===== config.mk =====
export PLATFORM = sky130hd
export DESIGN_NAME = clk_div_tog_ctrl
export DESIGN_NICKNAME = d
export VERILOG_FILES = /design/src/rtl/clk_div_tog_ctrl.sv
export SDC_FILE = /design/constraint.sdc
export NUM_CORES = 1
export LEC_CHECK = 0
export BUFFER_PORTS_ARGS = -buffer_cell sky130_fd_sc_hd__buf_4
export CAP_MARGIN = 40
export CORE_AREA = 2 2 63 71
export CTS_CLUSTER_SIZE = 20
export DETAILED_ROUTE_END_ITERATION = 10
export DIE_AREA = 0 0 65 73
export GPL_TIMING_DRIVEN = 0
export SYNTH_ARGS = -nofsm -noshare
export SYNTH_HDL_FRONTEND = slang
export SYNTH_SLANG_ARGS = --single-unit

===== constraint.sdc =====
create_clock -name p_clk -period 2.1 [get_ports p_clk]
set_clock_uncertainty 0.2 [all_clocks]
set_input_delay 0.63 -clock p_clk [delete_from_list [all_inputs] [get_ports p_clk]]
set_output_delay 0.63 -clock p_clk [all_outputs]
set_load 0.005 [all_outputs]

===== src/rtl/clk_div_tog_ctrl.sv =====
// Per-domain clock-divider control: emits a clock-enable pulse once per DIV+1 cycles and applies
// a new divisor only at a period boundary after a TOG level change, so no runt periods appear.
module clk_div_tog_ctrl #(
  parameter int unsigned     DIV_W    = 4,
  parameter logic [DIV_W-1:0] DIV_RST = '0,
  parameter logic            TOG_RST  = 1'b1,
  parameter logic            CKEN_RST = 1'b1,
  parameter logic            ICG_RST  = 1'b1
) (
  input  logic             p_clk,
  input  logic             p_rst,
  input  logic [DIV_W-1:0] reg_div_i,
  input  logic             reg_tog_i,
  input  logic             reg_cken_i,
  input  logic             reg_icg_on_i,
  output logic             clk_en_o,
  output logic [DIV_W-1:0] div_cur_o,
  output logic             busy_o,
  output logic             upd_done_o
);

  typedef enum logic [1:0] {StRun, StSwitch, StOff} state_e;

  state_e           state_q, state_d;
  logic [DIV_W-1:0] cnt_q, cnt_d;
  logic [DIV_W-1:0] div_q, div_d;
  logic             pend_q, pend_d;
  logic             clk_en_q, clk_en_d;
  logic             upd_done_q, upd_done_d;

  logic tog_s1_q, tog_s2_q, tog_prev_q;
  logic cken_s1_q, cken_s2_q;
  logic icg_s1_q, icg_s2_q;

  logic tog_edge;
  logic tick;

  assign tog_edge = tog_s2_q ^ tog_prev_q;
  // The counter is parked at zero while stopped, so OFF must never produce a tick.
  assign tick     = (state_q != StOff) && (cnt_q == div_q);

  always_ff @(posedge p_clk or posedge p_rst) begin
    if (p_rst) begin
      tog_s1_q   <= TOG_RST;
      tog_s2_q   <= TOG_RST;
      tog_prev_q <= TOG_RST;
      cken_s1_q  <= CKEN_RST;
      cken_s2_q  <= CKEN_RST;
      icg_s1_q   <= ICG_RST;
      icg_s2_q   <= ICG_RST;
    end else begin
      tog_s1_q   <= reg_tog_i;
      tog_s2_q   <= tog_s1_q;
      tog_prev_q <= tog_s2_q;
      cken_s1_q  <= reg_cken_i;
      cken_s2_q  <= cken_s1_q;
      icg_s1_q   <= reg_icg_on_i;
      icg_s2_q   <= icg_s1_q;
    end
  end

  always_comb begin
    state_d    = state_q;
    cnt_d      = cnt_q;
    div_d      = div_q;
    pend_d     = pend_q;
    upd_done_d = 1'b0;
    clk_en_d   = tick & icg_s2_q;

    unique case (state_q)
      StRun: begin
        cnt_d = tick ? '0 : cnt_q + 1'b1;
        if (tick && !cken_s2_q) begin
          // Stop wins over a same-cycle toggle; the toggle is remembered as pending.
          state_d = StOff;
          pend_d  = pend_q | tog_edge;
        end else if (tog_edge) begin
          state_d = StSwitch;
          pend_d  = 1'b1;
        end
      end
      StSwitch: begin
        if (tick) begin
          cnt_d = '0;
          if (!cken_s2_q) begin
            state_d = StOff;
          end else begin
            state_d    = StRun;
            div_d      = reg_div_i;
            pend_d     = 1'b0;
            upd_done_d = 1'b1;
          end
        end else begin
          cnt_d = cnt_q + 1'b1;
        end
      end
      StOff: begin
        cnt_d = '0;
        if (tog_edge) begin
          pend_d = 1'b1;
        end
        if (cken_s2_q) begin
          state_d    = StRun;
          div_d      = reg_div_i;
          upd_done_d = pend_q;
          pend_d     = 1'b0;
        end
      end
      default: begin
        state_d = StRun;
        cnt_d   = '0;
      end
    endcase
  end

  always_ff @(posedge p_clk or posedge p_rst) begin
    if (p_rst) begin
      state_q    <= StRun;
      cnt_q      <= '0;
      div_q      <= DIV_RST;
      pend_q     <= 1'b0;
      clk_en_q   <= 1'b0;
      upd_done_q <= 1'b0;
    end else begin
      state_q    <= state_d;
      cnt_q      <= cnt_d;
      div_q      <= div_d;
      pend_q     <= pend_d;
      clk_en_q   <= clk_en_d;
      upd_done_q <= upd_done_d;
    end
  end

  assign clk_en_o   = clk_en_q;
  assign div_cur_o  = div_q;
  assign busy_o     = pend_q;
  assign upd_done_o = upd_done_q;

endmodule


==> results.md <==
- Outcome: completed
- Critical Path Fanout Max: 10
- Number of remaining DRC errors: 0
- Count of cell types in the netlist: 31
- Setup Fix Bufs, Post-CTS: 0
- Worst-skew pair later-pin latency: around 0.25 ns
- Post-synthesis compound-gate area fraction: about 17%
- Die Footprint: between 0.004 and 0.005 sq mm
- Met1 global-route usage: under 10%
- Final cell count without fillers: between 150 and 200
- Share of post-route cells with drive strength above 1: roughly 30%
- Fmax: 539 MHz
- Max stage delay on crit path: 0.46 ns
- Critical path depth in cells: 6
- Busiest grt layer: met2
- CTS clk-pin slew, worst paths: ~0.07 ns
- Global Route Usage Sum: just under 9%
- Top Ports: 16
- CTS Buf Count: 3
- Hpwl dp: roughly 1500 um
- Port bufs: 15
- Main synth FF type: dfrtp_1
- Vias per cell: between 4 and 5
- Largest net degree at the start of global routing: 21
- Post-route cell area: roughly 0.0012 sq mm
- CTS H-tree depth: 1
- Static leakage: 0.509 nW
- Core area: between 0.004 and 0.005 sq mm
- Fin. Hold Viols: 0
- Area grow syn2layout: 24.3%
- Setup violators final: 0
- Setup TNS: 0 ns
- Fin util: ~29%
- GPL Wtd Cong: about 0.79
- Fill cells: about 440
- DRT Pass-1 Iters: 4
- CTS Buffer Depth: 2
- Switch Pwr: between 0.4 and 0.5 mW
- CTS Sinks: 20
- Initial Util: 23.7%
- DIE HEIGHT: about 73 um
- Clock Tree Root: clkbuf_8
- Antenna viol nets, final: 0
- Largest family of logic cells by synthesized area: compound AO/OA/AOI/OAI gates
- R2R Path Start: state_q[1]
- Sw Share: between 30% and 40%
- Seq/Total Area, Yosys: between 50% and 60%
- Tcrit/Tclk final: about 90%
- Rel. slew slack: 51.2%
- CTS tree: done
- Max-slew violation count: 0
- Mapped Cells: between 80 and 90
- Initial DRC Count: 19
- Post-synthesis simple-gate area fraction: between 10% and 20%
- Worst path bufs/invs: 1
- CP required: ~2.1 ns
- Post-synthesis register bit count: 20
- Worst Setup EP: busy_o
- Register share of total power: 42.2%
- Ant. Diodes: 0
- Worst setup margin: between 0.2 and 0.25 ns
- Number of flops mapped to enable cells by yosys: 0
- Cell Area, Placed: between 0.001 and 0.0015 sq mm
- # nets final: 121
- Slew @ Worst Pin: about 0.73 ns
- PnR Total Power: 1.35 mW
- Post-Route WL: around 1900 um
- Vias in the first global route: around 750
- Average footprint of a synthesized cell: 11.0 sq um
- Area share of fa/ha/maj cells after synthesis: 6.45%
- Crit path time final: 1.85 ns
- Worst Path Arrival: 1.83 ns
- Row Count: 25
- Setup WS pre-CTS: 0.0710 ns
- Mapped cell area: 970 sq um
- RSZ-0062 raised after global routing: no
- Vias: around 740
- Top delay family on crit path: compound AO/OA/AOI/OAI gates
- Initial antenna violation count: 0
- Cell total after placement: approximately 160
- Kind of critical path: register to register
- Hold slack: ~0.16 ns
- Startpoint Class: register
- Drt wl/cell: ~12 um
- Flop2flop setup slack: 0.25 ns
- CP Launch Point: state_q[1]
- PwrDens: roughly 1100 mW/mm^2
- Mapped Nets: roughly 100
- Asr flop ratio synth: 100%
- FF-to-FF End: busy_o
- Worst setup EP type: register
- First-pass GRT wire length: roughly 3200 um
- Crit-path cells: inv_1 -> ha_2 -> o21bai_1 -> a2111oi_0 -> a21oi_1 -> o211ai_1
- Yosys Warn Count: 0
- Met2 Usage GRT: 16.5%
- Die width: around 65 um
- P_int: 0.898 mW
- Grt ovf: 0
- Worst hold path class: register to register
- Reg2Reg Depth: 6
- Slowest CP cell: a2111oi_0
- Met3 Track Usage GR: roughly 2.9%
- # Max-Cap Violations: 0
- Synth Area in XOR/XNOR: 6.32%
- Mux share of post-synthesis cell area: 0%
- Hold_sp: icg_s1_q
- Combinational power share: between 30% and 40%
- Clock network fraction of total power: between 20% and 30%
- Peak VDD IR: ~0.00036 V
==> synth_stat cells (all sizes together), types with 2 or more instances <==
master / count / share of area (%)
a21oi: 5 / 2.6
clkbuf: 2 / 0.77
dfrtp: 13 / 34
dfstp: 7 / 19
ha: 5 / 6.5
inv: 8 / 3.1
nand2: 4 / 1.5
nand2b: 3 / 1.9
nand3: 2 / 1.0
nand3b: 2 / 1.5
nor2: 3 / 1.2
nor3: 3 / 1.5
o211ai: 2 / 1.5
o311ai: 4 / 3.6
o31ai: 4 / 3.1
xnor2: 6 / 5.4
==> final cells by class <==
class,count,area (sq um),area share (%)
Timing Repair Buffer,15,113,9.35
Multi-Input combinational cell,57,420,34.9
Sequential cell,20,509,42.3
Tap cell,54,67.6,5.61
Buffer,2,10.0,0.831
Clock buffer,4,55.1,4.57
Inverter,8,30.0,2.49
==> cells by family after synthesis <==
family,count (synthesis)
compound gates,22
flops,20
simple gates,23
xor+xnor,7
fa+ha+maj,5
buf+inv,11
==> layout by cell type (no fill, tap or decap), types with 2 or more instances in the layout <==
cell,n
buf_4,15
dfrtp_1,13
inv_1,8
dfstp_2,7
xnor2_1,6
a21oi_1,5
nand2_1,4
o311ai_0,4
o31ai_1,4
ha_1,4
clkbuf_8,4
nand2b_1,3
nor2_1,3
nor3_1,3
nand3b_1,2
o211ai_1,2
nand3_1,2
==> registers in the layout, summed over array words and instances, names as in the netlist <==
register    flops
clk_en_o        1
tog_s1_q        1
cken_s2_q       1
upd_done_o      1
icg_s1_q        1
cnt_q           4
busy_o          1
icg_s2_q        1
div_cur_o       4
tog_s2_q        1
tog_prev_q      1
state_q         2
cken_s1_q       1
==> power groups by stage <==
stage / logic, mW / clock network (mW) / registers [mW]
finish: 0.496 / 0.285 / 0.571
global placement: 0.472 / 0 / 0.575
global route: 0.562 / 0.316 / 0.587
detailed placement: 0.494 / 0 / 0.582
floorplan: 0.349 / 0 / 0.563
CTS: 0.496 / 0.299 / 0.575
==> per-layer routing <==
metal / share of wire [%] / routed length, um
met5: 0 / 0
met4: 0.68 / 13
met3: 4.7 / 90
met2: 54 / 1030
met1: 40 / 768
==> what timing repair did <==
action	in CTS	in global routing
setup endpoints to repair	0	7
gates resized for setup	0	3
hold buffers	0	0
==> worst min path at each step <==
| stage | cells past startpoint | endpoint | slack, ns |
|---|---|---|---|
| after floorplan | 0 | cken_s2_q | 0.15 |
| after global placement | 0 | cken_s2_q | 0.15 |
| after detailed placement | 0 | icg_s2_q | 0.15 |
| after CTS | 0 | icg_s2_q | 0.16 |
| after global routing | 0 | tog_s2_q | 0.16 |
| final | 0 | icg_s2_q | 0.16 |
Power figures use the tool's default switching activity.
